File: config.mk
export PLATFORM = sky130hd
export DESIGN_NAME = shift_reg_univ_flat
export DESIGN_NICKNAME = d
export VERILOG_FILES = /design/src/rtl/shift_reg_univ_if.sv /design/src/rtl/shift_reg_univ.sv /design/src/flat_wrapper.sv
export SDC_FILE = /design/constraint.sdc
export NUM_CORES = 1
export LEC_CHECK = 0
export BUFFER_PORTS_ARGS = -buffer_cell sky130_fd_sc_hd__buf_4
export CORE_MARGIN = 10
export CORE_UTILIZATION = 47
export DETAILED_ROUTE_END_ITERATION = 16
export PLACE_DENSITY = 0.84
export SLEW_MARGIN = 20
export SYNTH_ARGS = -nofsm -noshare
export SYNTH_HDL_FRONTEND = slang
export SYNTH_SLANG_ARGS = --single-unit
File: constraint.sdc
create_clock -name clk -period 1.85 [get_ports clk]
set_input_delay 0.185 -clock clk [delete_from_list [all_inputs] [get_ports clk]]
set_output_delay 0.185 -clock clk [all_outputs]
set_load 0.01 [all_outputs]
File: src/rtl/shift_reg_univ_if.sv
// Bus bundle for the universal shift register: control/data in, register state out.
interface shift_reg_univ_if #(
    parameter int WIDTH = 8
);
    localparam int CW = $clog2(WIDTH);

    logic             en;
    logic [2:0]       mode;
    logic [WIDTH-1:0] data;
    logic             sin_l;
    logic             sin_r;
    logic [WIDTH-1:0] Q;
    logic [WIDTH-1:0] QB;
    logic             sout_l;
    logic             sout_r;
    logic [CW-1:0]    cnt;
    logic             cnt_wrap;

    modport master (
        output en, mode, data, sin_l, sin_r,
        input  Q, QB, sout_l, sout_r, cnt, cnt_wrap
    );

    modport slave (
        input  en, mode, data, sin_l, sin_r,
        output Q, QB, sout_l, sout_r, cnt, cnt_wrap
    );
endinterface

File: src/rtl/shift_reg_univ.sv
// Universal shift register: hold / shift / rotate / load / clear / invert,
// with a shared modulo-WIDTH count of shift and rotate operations.
module shift_reg_univ #(
    parameter int               WIDTH   = 8,
    parameter logic [WIDTH-1:0] RST_VAL = '0
) (
    input  logic            clk,
    input  logic            rst,
    shift_reg_univ_if.slave bus
);
    localparam int            CW      = $clog2(WIDTH);
    localparam logic [CW-1:0] CNT_MAX = CW'(WIDTH - 1);

    typedef enum logic [2:0] {
        M_HOLD = 3'b000,
        M_SHL  = 3'b001,
        M_SHR  = 3'b010,
        M_ROL  = 3'b011,
        M_ROR  = 3'b100,
        M_LOAD = 3'b101,
        M_CLR  = 3'b110,
        M_INV  = 3'b111
    } mode_e;

    logic [WIDTH-1:0] r_q;
    logic [CW-1:0]    r_cnt;
    logic             r_wrap;
    logic [WIDTH-1:0] w_q_nxt;
    logic [CW-1:0]    w_cnt_nxt;
    logic             w_wrap_nxt;
    logic             w_count;

    // Next-state select; the wrap flag defaults low so it only ever lasts one cycle.
    always_comb begin
        w_q_nxt    = r_q;
        w_cnt_nxt  = r_cnt;
        w_wrap_nxt = 1'b0;
        w_count    = 1'b0;
        if (bus.en) begin
            case (mode_e'(bus.mode))
                M_HOLD: w_q_nxt = r_q;
                M_SHL: begin
                    w_q_nxt = {r_q[WIDTH-2:0], bus.sin_r};
                    w_count = 1'b1;
                end
                M_SHR: begin
                    w_q_nxt = {bus.sin_l, r_q[WIDTH-1:1]};
                    w_count = 1'b1;
                end
                M_ROL: begin
                    w_q_nxt = {r_q[WIDTH-2:0], r_q[WIDTH-1]};
                    w_count = 1'b1;
                end
                M_ROR: begin
                    w_q_nxt = {r_q[0], r_q[WIDTH-1:1]};
                    w_count = 1'b1;
                end
                M_LOAD: begin
                    w_q_nxt   = bus.data;
                    w_cnt_nxt = '0;
                end
                M_CLR: begin
                    w_q_nxt   = RST_VAL;
                    w_cnt_nxt = '0;
                end
                M_INV: w_q_nxt = ~r_q;
                default: w_q_nxt = r_q;
            endcase
            // Compare against WIDTH-1 explicitly so non-power-of-two widths wrap correctly.
            if (w_count) begin
                if (r_cnt == CNT_MAX) begin
                    w_cnt_nxt  = '0;
                    w_wrap_nxt = 1'b1;
                end else begin
                    w_cnt_nxt = r_cnt + CW'(1);
                end
            end
        end
    end

    // State register with immediate reset to the configured value.
    always_ff @(posedge clk or posedge rst) begin
        if (rst) begin
            r_q    <= RST_VAL;
            r_cnt  <= '0;
            r_wrap <= 1'b0;
        end else begin
            r_q    <= w_q_nxt;
            r_cnt  <= w_cnt_nxt;
            r_wrap <= w_wrap_nxt;
        end
    end

    assign bus.Q        = r_q;
    assign bus.QB       = ~r_q;
    assign bus.sout_l   = r_q[WIDTH-1];
    assign bus.sout_r   = r_q[0];
    assign bus.cnt      = r_cnt;
    assign bus.cnt_wrap = r_wrap;
endmodule
File: src/flat_wrapper.sv
// flat-port wrapper written by rule: the top's interface ports become plain ports
module shift_reg_univ_flat 
#(
    parameter int               WIDTH   = 8,
    parameter logic [WIDTH-1:0] RST_VAL = '0
)
  (clk, rst, bus_en, bus_mode, bus_data, bus_sin_l, bus_sin_r, bus_Q, bus_QB, bus_sout_l, bus_sout_r, bus_cnt, bus_cnt_wrap);
  shift_reg_univ_if #(.WIDTH(WIDTH)) bus_i ();
  input  logic clk;
  input  logic rst;
  input wire logic [$bits(bus_i.en)-1:0] bus_en;
  input wire logic [$bits(bus_i.mode)-1:0] bus_mode;
  input wire logic [$bits(bus_i.data)-1:0] bus_data;
  input wire logic [$bits(bus_i.sin_l)-1:0] bus_sin_l;
  input wire logic [$bits(bus_i.sin_r)-1:0] bus_sin_r;
  output wire logic [$bits(bus_i.Q)-1:0] bus_Q;
  output wire logic [$bits(bus_i.QB)-1:0] bus_QB;
  output wire logic [$bits(bus_i.sout_l)-1:0] bus_sout_l;
  output wire logic [$bits(bus_i.sout_r)-1:0] bus_sout_r;
  output wire logic [$bits(bus_i.cnt)-1:0] bus_cnt;
  output wire logic [$bits(bus_i.cnt_wrap)-1:0] bus_cnt_wrap;
  assign bus_i.en = bus_en;
  assign bus_i.mode = bus_mode;
  assign bus_i.data = bus_data;
  assign bus_i.sin_l = bus_sin_l;
  assign bus_i.sin_r = bus_sin_r;
  assign bus_Q = bus_i.Q;
  assign bus_QB = bus_i.QB;
  assign bus_sout_l = bus_i.sout_l;
  assign bus_sout_r = bus_i.sout_r;
  assign bus_cnt = bus_i.cnt;
  assign bus_cnt_wrap = bus_i.cnt_wrap;
  shift_reg_univ #(.WIDTH(WIDTH), .RST_VAL(RST_VAL)) u_core (.clk(clk), .rst(rst), .bus(bus_i));
endmodule
# Yosys cells after proc, flatten, opt, wreduce, memory -nomap -nowiden
# Cells that the tools add are included.
dict set report op_classes {
  addsub 1
  n_reduce_logical 6
  bitwise 2
  n_mux 9
  n_eq_ne 8
}
# operator n
set ops {}
lappend ops {{$pmux W8 S7} 1}
lappend ops {{$eq A3 B3 Y1 const B} 5}
lappend ops {{$mux W3} 3}
lappend ops {{$not A8 Y8} 1}
lappend ops {{$eq A3 B2 Y1 const B} 2}
lappend ops {{$mux W1} 5}
lappend ops {{$reduce_and A2 Y1} 2}
lappend ops {{$reduce_or A4 Y1} 1}
lappend ops {{$add A3 B1 Y3 const B} 1}
lappend ops {{$eq A3 B1 Y1 const B} 1}
lappend ops {{$logic_not A3 Y1} 1}
lappend ops {{$reduce_bool A2 Y1} 1}
lappend ops {{$reduce_or A2 Y1} 1}
lappend ops {{$not A1 Y1} 1}
dict set report totals {
  input_bits 16
  regBits 12
  output_inout_bits 22
}

# Logic depth before layout (Yosys ltp)
dict set report logic_depth {
  depth_word 6
  ltp_mapped 6
  ltp_nobuf 6
}

# Least setup slack after synthesis
# OpenSTA, ideal clock, no wires.
dict set report synth_timing {
  path_type {flip-flop to flip-flop}
  startpoint {reg u_core.r_cnt[0], in the netlist u_core.bus.cnt[0]}
  endpoint {reg u_core.r_cnt[2], in the netlist u_core.bus.cnt[2]}
  period_less_slack_ns 1.425
  path_stages_with_launch 7
  path_buffers 0
  setup_time_ns 0.146
  t_arrival_ns 1.279
  slack_ns 0.425
  path_cell_list {dfrtp_1 -> ha_1 -> ha_1 -> nand2_1 -> nor2_1 -> o21ai_0 -> o311ai_0}
}
dict set report synth_between {
  elab_chain_len 3
  word_cells_on_any_way 4
  cone_classes {add/sub (1); eq/ne (1); mux (2)}
}
# item line
set synth_lines {}
lappend synth_lines {{start, declared} shift_reg_univ.sv:26} ;# logic [CW-1:0] r_cnt;
lappend synth_lines {{start signal, assigned} shift_reg_univ.sv:89} ;# r_cnt <= w_cnt_nxt;
lappend synth_lines {{$add A3 B1 Y3 / $eq A3 B3 Y1 (equally long branches)} {shift_reg_univ.sv:75, shift_reg_univ.sv:71}}
lappend synth_lines {{$mux W3 *} shift_reg_univ.sv:71} ;# if (r_cnt == CNT_MAX) begin
lappend synth_lines {{$mux W3 *} shift_reg_univ.sv:70} ;# if (w_count) begin
# Every way passes the cells marked *; elsewhere a longest branch is shown, timed or not.
# A chain may end at the register's enable or synchronous reset.

# Worst setup path after layout
# Same ends and word-level chain as after synthesis.

==> metrics <==
die area=4090 sq um; CORE AREA=1780 sq um; vias in the first global route=933; Synth area leaders=dfrtp_1, mux2_2, a222oi_1; setup skew after layout=0.00406 ns; first-pass GRT wire length=4420 um; Max VDD drop=0.606 mV; H-tree levels=1; RSZ-0062 raised after global routing=no; Least-Margin Pin Slew=0.486 ns; crit path kind=flip-flop to flip-flop; Routed Antenna Nets=0; Pre-antenna DRT Iters=6; # rows=15; initial antenna violation count=0; worst min-delay path category=input port to flip-flop; Seq/Total Area, Yosys=33.0%; Leak=0.573 nW; dpl ws=0.324 ns; largest area contributor in the netlist=dfrtp_1; Reg2Reg Setup Slack=0.32 ns; die height=64.0 um; final setup vio count=0; Synth top area share=33.0%; Crit. End Element=flip-flop; Detailed Route Iter0 Violations=85; Final Max Tran Viols=0; I/O Buffers=37; multi-input logic area=497 sq um; Post-DP Area=1160 sq um; io pins=38; DRC violations left=0; crit share post-route=82.8%; Clock Latency Late Sink=0.27 ns; min Tclk post-route=1.53 ns; Avg Cell Area, Syn=8.83 sq um; GRT overflow=0; final net count=155; Most Crowded Layer GR=met2; Top FF cell, synth=dfrtp_1; status=finished, final reports clean; Power per Cell Area=929 nW/um^2; cell area after layout=1200 sq um; Starting Density=51.0%; Yosys warnings=0; CP required=1.99 ns; synth unique cells=35; HPWL after detailed placement=2020 um; Worst Path Max Fanout=6; largest net degree at the start of global routing=23; Inserted Clock Buffers=3; Routed WL=2680 um; power after layout=1.12 mW; # diodes=0; Async SR Flop Fraction=100%; max_slew headroom=67.5%; DR WL/cell=16.7 um; met1 Usage GRT=14.2%; CTS tree=yes; Synth Instances=103; Tot GR Track Use=12.8%; share of cells above drive strength 1=38.2%; met2 Resource Use GR=22.3%; Syn Nets=121; routability cong.=0.761; Die X=64.0 um; CP Launch Type=flip-flop; final setup margin=0.319 ns; Layout fillers=147; critical path arrival=1.67 ns; final hold violation count=0; setup TNS=0 ns; # Post-CTS Setup Buffers=0; Root Buffer=clkbuf_4; Inst Count DP=156; Post-synth EDFFs=0; Post-Syn Area=910 sq um; most frequent cells after synthesis=dfrtp_1, inv_1, nand2_1, o21ai_0; vias per std cell=5.94; register area=300 sq um; Bufs on Longest Clock Path=2; Non-Filler Instances=161; Synth Register Bits=12; met3 Use GR=4.88%; Max-Cap Viols=0; synthesis-to-layout area growth=32.5%; CTS clock-pin slew for the worst setup and hold paths=0.08 ns; routed via count=956; f_max=653 MHz; clock net sink count=12
worst max-delay path, cell delays in order, from the launching register on:
cell	delay (ns)
dfrtp_1	0.44
ha_1	0.23
ha_1	0.29
nand2_1	0.07
nor2_1	0.05
o21ai_0	0.16
o311ai_0	0.15
layout by cell type, fill, tap and decap left out, types with 2 or more instances in the layout:
cell / instances
buf_4: 38
clkbuf_4: 3
a21oi_1: 6
nand2_1: 9
dfrtp_1: 12
ha_1: 2
nand3_1: 2
and3_1: 2
nand3b_1: 2
nor2b_1: 3
a222oi_1: 6
a31oi_1: 2
o21ai_0: 9
nor2_1: 2
mux2_2: 6
inv_1: 12
xnor2_1: 2
area by class of cell:
| class | instances | area share, % |
|---|---|---|
| multi-input combinational | 69 | 41.2 |
| sequential | 12 | 24.9 |
| timing repair buffer | 39 | 24.5 |
| inverter | 12 | 3.74 |
| clock buffer | 4 | 3.01 |
| tap | 25 | 2.60 |
state kept, by name (all words and copies together) (netlist names):
signal and count:
u_core.bus.Q 8, u_core.bus.cnt 3, u_core.bus.cnt_wrap 1
per-layer routing:
| layer | up-vias | share of wire [%] |
|---|---|---|
| li1 | 443 | - |
| met1 | 458 | 38 |
| met2 | 51 | 52 |
| met3 | 4 | 9.4 |
| met4 | 0 | 0.41 |
| met5 | - | 0 |
report_power, final:
| part | switching [mW] | internal, mW | leakage, nW |
|---|---|---|---|
| clock network | 0.0945 | 0.120 | 0.0210 |
| registers | 0.0815 | 0.322 | 0.153 |
| logic | 0.238 | 0.264 | 0.399 |
path summary, 6_finish.rpt:
kind | start | to | depth (start not counted)
max | u_core.bus.cnt[0] | u_core.bus.cnt[2] | 6
min | bus_en | u_core.bus.Q[7] | 2
max reg2reg | u_core.bus.cnt[0] | u_core.bus.cnt[2] | 6
min reg2reg | u_core.bus.cnt[1] | u_core.bus.cnt[1] | 2
max in group asynchronous | rst | u_core.bus.Q[2] | 3
min in group asynchronous | rst | u_core.bus.Q[5] | 3
kinds of logic after synthesis:
kind of cell	synth area share [%]
buf+inv	12.4
xor+xnor	1.93
mux	9.08
simple gates	14.3
fa+ha+maj	2.75
flops	33.0
compound gates	26.5
metrics by stage:
stage,util [%],hold slack (ns)
final,67.6,0.209
after global routing,67.6,0.193
after CTS,67.6,0.204
after detailed placement,65.0,0.241
after global placement,65.0,0.228
after floorplan,-,0.0497
timing repair:
item                      CTS  global route
hold buffers                1             0
resized for setup           0             0
hold endpoints to repair   12             0
Note: power is estimated with default switching activity, not from simulation.
